===== src/rtl/intra16_mode_decide_pkg.sv =====
// Shared definitions for the 16x16 intra mode decision block: sizes,
// prediction mode encodings and the decision FSM state type.
package intra_pkg;

    localparam int PIX_W_DEFAULT = 8;
    localparam int MB_SIZE       = 16;
    localparam int CNT_W         = $clog2(MB_SIZE);

    localparam logic [1:0] MODE_V  = 2'd0;
    localparam logic [1:0] MODE_H  = 2'd1;
    localparam logic [1:0] MODE_DC = 2'd2;

    typedef enum logic {
        ST_ACCUM = 1'b0,
        ST_DONE  = 1'b1
    } state_t;

endpackage


===== src/rtl/intra16_mode_decide_sad_row16.sv =====
// Combinational sum of absolute differences across one 16-sample row.
// Columns are packed with column 0 in the least significant bits.
module sad_row16
    import intra_pkg::*;
#(
    parameter int PIX_W = PIX_W_DEFAULT,
    parameter int OUT_W = PIX_W + 4
) (
    input  logic [MB_SIZE*PIX_W-1:0] orig_row,
    input  logic [MB_SIZE*PIX_W-1:0] pred_row,
    output logic [OUT_W-1:0]         row_sad
);

    logic [OUT_W-1:0] diff [MB_SIZE];
    logic [OUT_W-1:0] lvl1 [8];
    logic [OUT_W-1:0] lvl2 [4];
    logic [OUT_W-1:0] lvl3 [2];

    for (genvar i = 0; i < MB_SIZE; i++) begin : g_absdiff
        logic [PIX_W-1:0] a;
        logic [PIX_W-1:0] b;
        assign a = orig_row[i*PIX_W +: PIX_W];
        assign b = pred_row[i*PIX_W +: PIX_W];
        assign diff[i] = (a >= b) ? OUT_W'(a - b) : OUT_W'(b - a);
    end

    // Balanced adder tree so the row SAD settles in log2(16) adder levels
    always_comb begin
        for (int i = 0; i < 8; i++) begin
            lvl1[i] = diff[2*i] + diff[2*i+1];
        end
        for (int i = 0; i < 4; i++) begin
            lvl2[i] = lvl1[2*i] + lvl1[2*i+1];
        end
        for (int i = 0; i < 2; i++) begin
            lvl3[i] = lvl2[2*i] + lvl2[2*i+1];
        end
        row_sad = lvl3[0] + lvl3[1];
    end

endmodule


===== src/rtl/intra16_mode_decide.sv =====
// Accumulates per-mode SADs over the 16 rows of a macroblock and picks the
// cheapest of vertical, horizontal and DC prediction.
module intra16_mode_decide
    import intra_pkg::*;
#(
    parameter int PIX_W = PIX_W_DEFAULT,
    parameter int SAD_W = PIX_W + 8
) (
    input  logic                     clk,
    input  logic                     reset,
    input  logic                     in_valid,
    output logic                     in_ready,
    input  logic                     in_first,
    input  logic [MB_SIZE*PIX_W-1:0] orig_row,
    input  logic [MB_SIZE*PIX_W-1:0] vpred_row,
    input  logic [MB_SIZE*PIX_W-1:0] hpred_row,
    input  logic [MB_SIZE*PIX_W-1:0] dcpred_row,
    output logic                     out_valid,
    input  logic                     out_ready,
    output logic [1:0]               best_mode,
    output logic [SAD_W-1:0]         best_sad,
    output logic [SAD_W-1:0]         sad_v,
    output logic [SAD_W-1:0]         sad_h,
    output logic [SAD_W-1:0]         sad_dc,
    output logic                     err_sync
);

    localparam logic [CNT_W-1:0] LAST_ROW = CNT_W'(MB_SIZE - 1);

    state_t           state;
    state_t           state_nxt;
    logic [CNT_W-1:0] row_cnt;
    logic [SAD_W-1:0] acc_v, acc_h, acc_dc;
    logic [SAD_W-1:0] row_v, row_h, row_dc;
    logic [SAD_W-1:0] base_v, base_h, base_dc;
    logic [SAD_W-1:0] sum_v, sum_h, sum_dc;
    logic [1:0]       sel_mode;
    logic [SAD_W-1:0] sel_sad;
    logic             accept;
    logic             restart;
    logic             complete;

    sad_row16 #(.PIX_W(PIX_W), .OUT_W(SAD_W)) u_sad_v (
        .orig_row (orig_row),
        .pred_row (vpred_row),
        .row_sad  (row_v)
    );

    sad_row16 #(.PIX_W(PIX_W), .OUT_W(SAD_W)) u_sad_h (
        .orig_row (orig_row),
        .pred_row (hpred_row),
        .row_sad  (row_h)
    );

    sad_row16 #(.PIX_W(PIX_W), .OUT_W(SAD_W)) u_sad_dc (
        .orig_row (orig_row),
        .pred_row (dcpred_row),
        .row_sad  (row_dc)
    );

    assign in_ready  = (state == ST_ACCUM);
    assign out_valid = (state == ST_DONE);
    assign accept    = in_valid && in_ready;
    // A row-0 marker arriving mid-block abandons the partial block and
    // restarts accumulation from this beat.
    assign restart   = accept && in_first && (row_cnt != '0);
    assign complete  = accept && !restart && (row_cnt == LAST_ROW);

    assign sad_v  = acc_v;
    assign sad_h  = acc_h;
    assign sad_dc = acc_dc;

    // Running sums including the current row, rebased to zero on a restart
    always_comb begin
        base_v  = restart ? '0 : acc_v;
        base_h  = restart ? '0 : acc_h;
        base_dc = restart ? '0 : acc_dc;
        sum_v   = base_v + row_v;
        sum_h   = base_h + row_h;
        sum_dc  = base_dc + row_dc;
    end

    // Strict less-than comparisons give V priority over H over DC on ties
    always_comb begin
        sel_mode = MODE_V;
        sel_sad  = sum_v;
        if (sum_h < sel_sad) begin
            sel_mode = MODE_H;
            sel_sad  = sum_h;
        end
        if (sum_dc < sel_sad) begin
            sel_mode = MODE_DC;
            sel_sad  = sum_dc;
        end
    end

    // FSM state register
    always_ff @(posedge clk) begin
        if (reset) begin
            state <= ST_ACCUM;
        end else begin
            state <= state_nxt;
        end
    end

    // Leave ACCUM on the 16th row, leave DONE once the decision is taken
    always_comb begin
        state_nxt = state;
        case (state)
            ST_ACCUM: if (complete)  state_nxt = ST_DONE;
            ST_DONE:  if (out_ready) state_nxt = ST_ACCUM;
            default:                 state_nxt = ST_ACCUM;
        endcase
    end

    // Row counter, accumulators, registered decision and sticky sync error
    always_ff @(posedge clk) begin
        if (reset) begin
            row_cnt   <= '0;
            acc_v     <= '0;
            acc_h     <= '0;
            acc_dc    <= '0;
            best_mode <= MODE_V;
            best_sad  <= '0;
            err_sync  <= 1'b0;
        end else if (state == ST_DONE) begin
            if (out_ready) begin
                row_cnt <= '0;
                acc_v   <= '0;
                acc_h   <= '0;
                acc_dc  <= '0;
            end
        end else if (accept) begin
            acc_v   <= sum_v;
            acc_h   <= sum_h;
            acc_dc  <= sum_dc;
            row_cnt <= restart ? CNT_W'(1) : row_cnt + 1'b1;
            if (restart) begin
                err_sync <= 1'b1;
            end
            if (complete) begin
                best_mode <= sel_mode;
                best_sad  <= sel_sad;
            end
        end
    end

endmodule


===== config.mk =====
export PLATFORM = sky130hd
export DESIGN_NAME = intra16_mode_decide
export DESIGN_NICKNAME = d
export VERILOG_FILES = /design/src/rtl/intra16_mode_decide_pkg.sv /design/src/rtl/intra16_mode_decide_sad_row16.sv /design/src/rtl/intra16_mode_decide.sv
export SDC_FILE = /design/constraint.sdc
export NUM_CORES = 2
export LEC_CHECK = 0
export CAP_MARGIN = 20
export CORE_MARGIN = 2
export CORE_UTILIZATION = 45
export CTS_BUF_LIST = sky130_fd_sc_hd__clkbuf_16
export DETAILED_ROUTE_END_ITERATION = 6
export HOLD_SLACK_MARGIN = 0.06
export MAX_ROUTING_LAYER = met4
export PLACE_DENSITY = 0.77
export SETUP_SLACK_MARGIN = 0.4
export SLEW_MARGIN = 15
export SYNTH_ARGS = -nofsm -noshare
export SYNTH_HDL_FRONTEND = slang
export SYNTH_HIERARCHICAL = 1
export SYNTH_SLANG_ARGS = --single-unit

===== constraint.sdc =====
create_clock -name clk -period 27.1 [get_ports clk]
set_input_delay 5.42 -clock clk [delete_from_list [all_inputs] [get_ports clk]]
set_output_delay 5.42 -clock clk [all_outputs]
set_load 0.03 [all_outputs]

# Word-level counts from Yosys, hierarchy flattened
# Cells that the tools add are included.
# totals
ff_bits	72
latch_bits	0
ramBits	0
rom_bits	0
input_bits	517
out_inout_bits	69
wordCells	286
n_memories	0
# classes
n_addsub	145
mul	0
n_div	0
order_cmp	50
eq_ne	2
shift	0
n_mux	69
bitwise	1
reduce_logical	11
# op_table
operator	n
$mux 16	60
$sub 8x8->9	96
$add 16x16->16	48
$ge 8x8->1	48
$lt 16x16->1	2
$mux 4	4
$reduce_and 3->1	2
$logic_and 1x1->1	5
$add 4x1->4 const B	1
$eq 4x4->1 const B	1
$reduce_bool 4->1	1
$mux 1	3
$mux 2	1
$ne 2x2->1 const B	1
$pmux 1 s2	1
$reduce_and 2->1	1
$reduce_bool 2->1	1
$logic_not 1->1	1
$not 1->1	1

# Longest topological paths before layout
# depth
word_depth	11
mapped_depth	58
mapped_depth_nobuf	55

# Hierarchy
# Netlist, hierarchy kept.
# by_module_without_submodules
mod	instances	cells_per_inst	area_each_um2	seq_area_each_um2
sad_row16 at u_sad_v	1	2003	15757.6	0.0
sad_row16 at u_sad_h	1	2028	15673.8	0.0
sad_row16 at u_sad_dc	1	1905	15013.1	0.0
intra16_mode_decide	1	702	5730.5	1441.4

# Worst setup path before layout
# Ideal clock, no wire load.
# synth_timing
kind	input -> register
startpoint	input port orig_row[28]
endpoint	register best_sad[12]
setup_ns	0.091
t_arrival_ns	17.084
required_time_ns	27.009
slack_ns	9.925
cell_stages	57
n_path_buf	3
cell_sequence	inv_1 -> ha_1 -> buf_6 -> a211oi_2 -> nor2_1 -> or3_4 -> o22ai_4 -> mux2i_1 -> xnor2_1 -> fa_1 -> inv_1 -> fa_1 -> fa_1 -> inv_1 -> fa_1 -> inv_1 -> fa_1 -> fa_1 -> (+21 left out) -> a31oi_1 -> maj3_2 -> maj3_2 -> o21ai_1 -> buf_2 -> mux2i_1 -> ha_1 -> a21o_1 -> a21o_1 -> a211oi_1 -> o21ai_0 -> o211ai_1 -> and4b_1 -> o211a_1 -> a311o_1 -> clkbuf_1 -> nand2_1 -> a311oi_1
# synth_via
elab_chain_len	11
elab_cells_between_ends	31
cone_classes	add/sub (21); order compare (5); mux (5)
# synth_rtl
element	line_no	rtl
start, declared	intra16_mode_decide.sv:14	input logic [MB_SIZE*PIX_W-1:0] orig_row,
$sub 8x8->9 or $ge 8x8->1 (tied branches)	intra16_mode_decide_sad_row16.sv:24	assign diff[i] = (a >= b) ? OUT_W'(a - b) : OUT_W'(b - a);
$mux 16 *	intra16_mode_decide_sad_row16.sv:24	
$add 16x16->16 *	intra16_mode_decide_sad_row16.sv:30	lvl1[i] = diff[2*i] + diff[2*i+1];
$add 16x16->16 *	intra16_mode_decide_sad_row16.sv:33	lvl2[i] = lvl1[2*i] + lvl1[2*i+1];
$add 16x16->16 *	intra16_mode_decide_sad_row16.sv:36	lvl3[i] = lvl2[2*i] + lvl2[2*i+1];
$add 16x16->16 *	intra16_mode_decide_sad_row16.sv:38	row_sad = lvl3[0] + lvl3[1];
named net row_v[8]	intra16_mode_decide.sv:34	logic [SAD_W-1:0] row_v, row_h, row_dc;
$add 16x16->16 *	intra16_mode_decide.sv:78	sum_v = base_v + row_v;
$lt 16x16->1	intra16_mode_decide.sv:87	if (sum_h < sel_sad) begin
$mux 16 *	intra16_mode_decide.sv:87	
$lt 16x16->1	intra16_mode_decide.sv:91	if (sum_dc < sel_sad) begin
$mux 16 *	intra16_mode_decide.sv:91	
end signal, assigned	intra16_mode_decide.sv:143	best_sad <= sel_sad;
end, declared	intra16_mode_decide.sv:21	output logic [SAD_W-1:0] best_sad,
# The timed path passes the listed nets; every way through them passes the cells marked *.
# A chain may end at the register's enable or synchronous reset.

# Worst setup path after layout
# layout_timing
startpoint	input port orig_row[9]
endpoint	register best_sad[8]
# Same word-level chain as after synthesis.

==> summary.txt <==
Drt
  – DRT iter0 DRCs: 3,960
  – DR WL/cell: 21.8 µm
  – DR WL met3: 12,800 µm
  – Max Used Layer: met4
  – Metal-1 WL: 78,300 µm
  – Mean number of vias per cell: 5.64
  – Vias: 48.4k
  – Met2 routed WL: 85,400 µm
  – Drc violations: 1
  – DRT Wirelength: 187,000 µm
  – Detailed Routing Iterations Pass 1: 7
  – Final antenna-violating net count: 0

Synthesis
  – Synth Cell Area: 52,200 µm²
  – Ys flop type: dfxtp_1
  – Asr flop ratio synth: 0%
  – Syn Area/Cell: 7.86 µm²
  – Synth warn: 6
  – Post-synthesis sequential area ratio: 2.76%
  – Simple-Gate Fraction of Synth Area: 12.0%
  – Xor-xnor portion of the synthesized cell area: 5.45%
  – Cell with the most instances after synthesis: inv_1
  – Largest cells by area after synthesis: ha_1 22%, fa_1 20%, inv_1 10%, mux2i_1 5.5%, a21oi_1 4.6%
  – Synth area leader: ha_1
  – Synth top area share: 21.7%
  – Mapped Cells: 6,638
  – Compound-cell area share of the yosys netlist: 20.0%
  – Main combinational cell family by area after synthesis: adder cells
  – Mux share of post-synthesis cell area: 6.58%
  – FF+latch count, synth: 72
  – Post-synth EDFFs: 0
  – Syn nets: 8,571
  – Yosys cell types: 106
  – Adder-Cell Fraction of Synth Area: 41.3%
  – Synth cell count leaders: 1,426 x inv_1, 906 x ha_1, 510 x fa_1, 475 x a21oi_1, 402 x nor2_1

GRT
  – First-pass GRT wire length: 280,000 µm
  – Vias in the first global route: 47.3k
  – All-Layer GR Usage: 31.7%
  – Global route total overflow: 0
  – Largest net degree at the start of global routing: 72
  – Antenna violations before repair: 16

Run
  – Max cap viols: 0

Finish
  – Post-layout util: 51.9%
  – Nets: 8,983
  – Area growth from synthesis to final layout: 14.1%
  – Non-filler cells, final: 8,583
  – Share of layout cells above drive strength 1: 2.44%
  – Area of the multi-input gates: 44,500 µm²
  – Fill cells: 10.9k
  – Reg area: 1440 µm²

STA
  – Skew final: 0.0129 ns
  – Tightest Pin Transition: 1.14 ns
  – Final Hold Viols: 0
  – Final critical-path required period: 19.69 ns
  – Slew headroom: 23.2%
  – Hold WS: 0.456 ns
  – RSZ-0062 raised after global routing: false
  – Slew Viols, Final: 0
  – Max Fclk: 50.8 MHz
  – Total negative slack: 0 ns
  – Period utilisation layout: 72.7%
  – # setup viols final: 0

Worst setup path
  – Crit path buf inv count: 10
  – Critical path type: in -> reg
  – Family with the most delay on the worst path: adder cells
  – Slowest CP cell: clkdlybuf4s50_1
  – Critical Path RT: 27.34 ns
  – Reg-to-Reg Start: row_cnt[0]
  – CP peak stage delay: 0.78 ns
  – Critical path peak fanout: 21
  – Worst reg2reg setup slack: 18.45 ns
  – Crit. End Element: flop
  – Worst setup SP type: input port
  – Worst R2R End: best_sad[8]
  – R2R cell count: 38
  – CP Data Arrival Time: 19.94 ns

Outcome
  – Status: complete, but fails checks
  – Failing checks: design-rule violations

Die
  – Initial Utilization: 45.5%
  – Total die area: 119,000 µm²
  – Row Count: 124
  – I/O pin count: 586
  – Total core area: 115,000 µm²
  – Die H: 345 µm
  – Die Wd: 345 µm

Clock network
  – CTS root buffer: clkbuf_16
  – CTS Buffer Depth: 2
  – H-tree Lvls: 3
  – Clk_lat worst skew: 0.34 ns
  – CTS Buf Count: 9
  – Setup bufs post-CTS: 0
  – CTS tree: yes
  – CTS-repair resized insts: 0
  – Hold_buf cts: 0
  – Clock transition at path regs: 0.07 ns
  – CTS sink count: 72

Placed design
  – DP Cell Count: 8,549
  – Port bufs: 585
  – Routability cong.: 1.04
  – Final HPWL DP: 166,000 µm

Min path
  – Hold Path Cell Cnt: 2
  – Min-delay src: err_sync
  – Hold endpoint: err_sync
  – Hold Path Class: reg -> reg
## how the worst max path moves through the flow
stage                 startpoint      endpoint  slack, ns  depth (start not counted)
floorplan           orig_row[28]  best_sad[12]       9.93                         57
global placement    orig_row[33]  best_sad[10]       7.28                         54
detailed placement  orig_row[33]   best_sad[1]       7.15                         53
CTS                 orig_row[33]   best_sad[1]       7.43                         53
global route         orig_row[9]   best_sad[8]       6.43                         57
finish               orig_row[9]   best_sad[8]       7.41                         57
## flip-flops by register name, summed over array words and instances, names as in the netlist
name and count:
best_sad 16, sad_dc 16, sad_h 16, sad_v 16, row_cnt 4, best_mode 2
err_sync 1, out_valid 1
## cell type report
| cell class | instances | area share, % |
|---|---|---|
| diodes | 17 | 0.0715 |
| clock buffers | 9 | 0.378 |
| clock inverters | 6 | 0.143 |
| inverters | 1426 | 8.99 |
| multi-input cells | 4945 | 74.8 |
| flip-flops and latches | 72 | 2.42 |
| well taps | 1512 | 3.18 |
| repair buffers | 596 | 9.98 |
## tightest hold or removal path, cell delays in order, from the launching register on
cell     delay [ns]
dfxtp_1        0.31
inv_1          0.05
a21oi_1        0.05
## through the flow
stage	setup slack, ns	cell area, µm²
3_5_place_dp	7.15	59100
5_1_grt	6.43	59500
3_3_place_gp	7.28	59100
4_1_cts	7.43	59400
6_report	7.41	59500
2_1_floorplan	9.93	52200
## layer usage
metal	track usage [%]	vias to the layer above
met2	49.9	1966
met5	-	-
met1	41.1	23300
li1	-	22800
met4	14.9	0
met3	2.66	306
## cells by family (layout without fill, tap and decap cells)
kind of cell	count (synthesis)	count (layout)
compound gates	1606	1606
other cells	0	17
fa+ha+maj	1418	1418
simple gates	1261	1261
mux	336	336
xor+xnor	324	324
buf+inv	1621	2037
flops	72	72
## placed cells by master, fill, tap and decap left out, drive strengths merged, types with 24 or more instances in the layout
| cell | n |
|---|---|
| xnor2 | 203 |
| ha | 906 |
| nand2 | 230 |
| dfxtp | 72 |
| nor2b | 147 |
| nand4 | 72 |
| o31ai | 24 |
| nor3 | 93 |
| fa | 510 |
| o41ai | 35 |
| o21a | 53 |
| a211oi | 46 |
| or2 | 27 |
| xor2 | 121 |
| o211ai | 44 |
| a21boi | 34 |
| nor2 | 403 |
| o21bai | 39 |
| a22oi | 54 |
| a21o | 193 |
| nand3 | 68 |
| nand2b | 69 |
| inv | 1428 |
| mux2i | 287 |
| mux2 | 49 |
| a21oi | 488 |
| and2 | 70 |
| o21ai | 370 |
| clkdlybuf4s50 | 584 |
| a31oi | 49 |
Power is left out: the tool's default activity adds up to more than one toggle a clock period on the data nets, which glitch-free logic cannot reach.
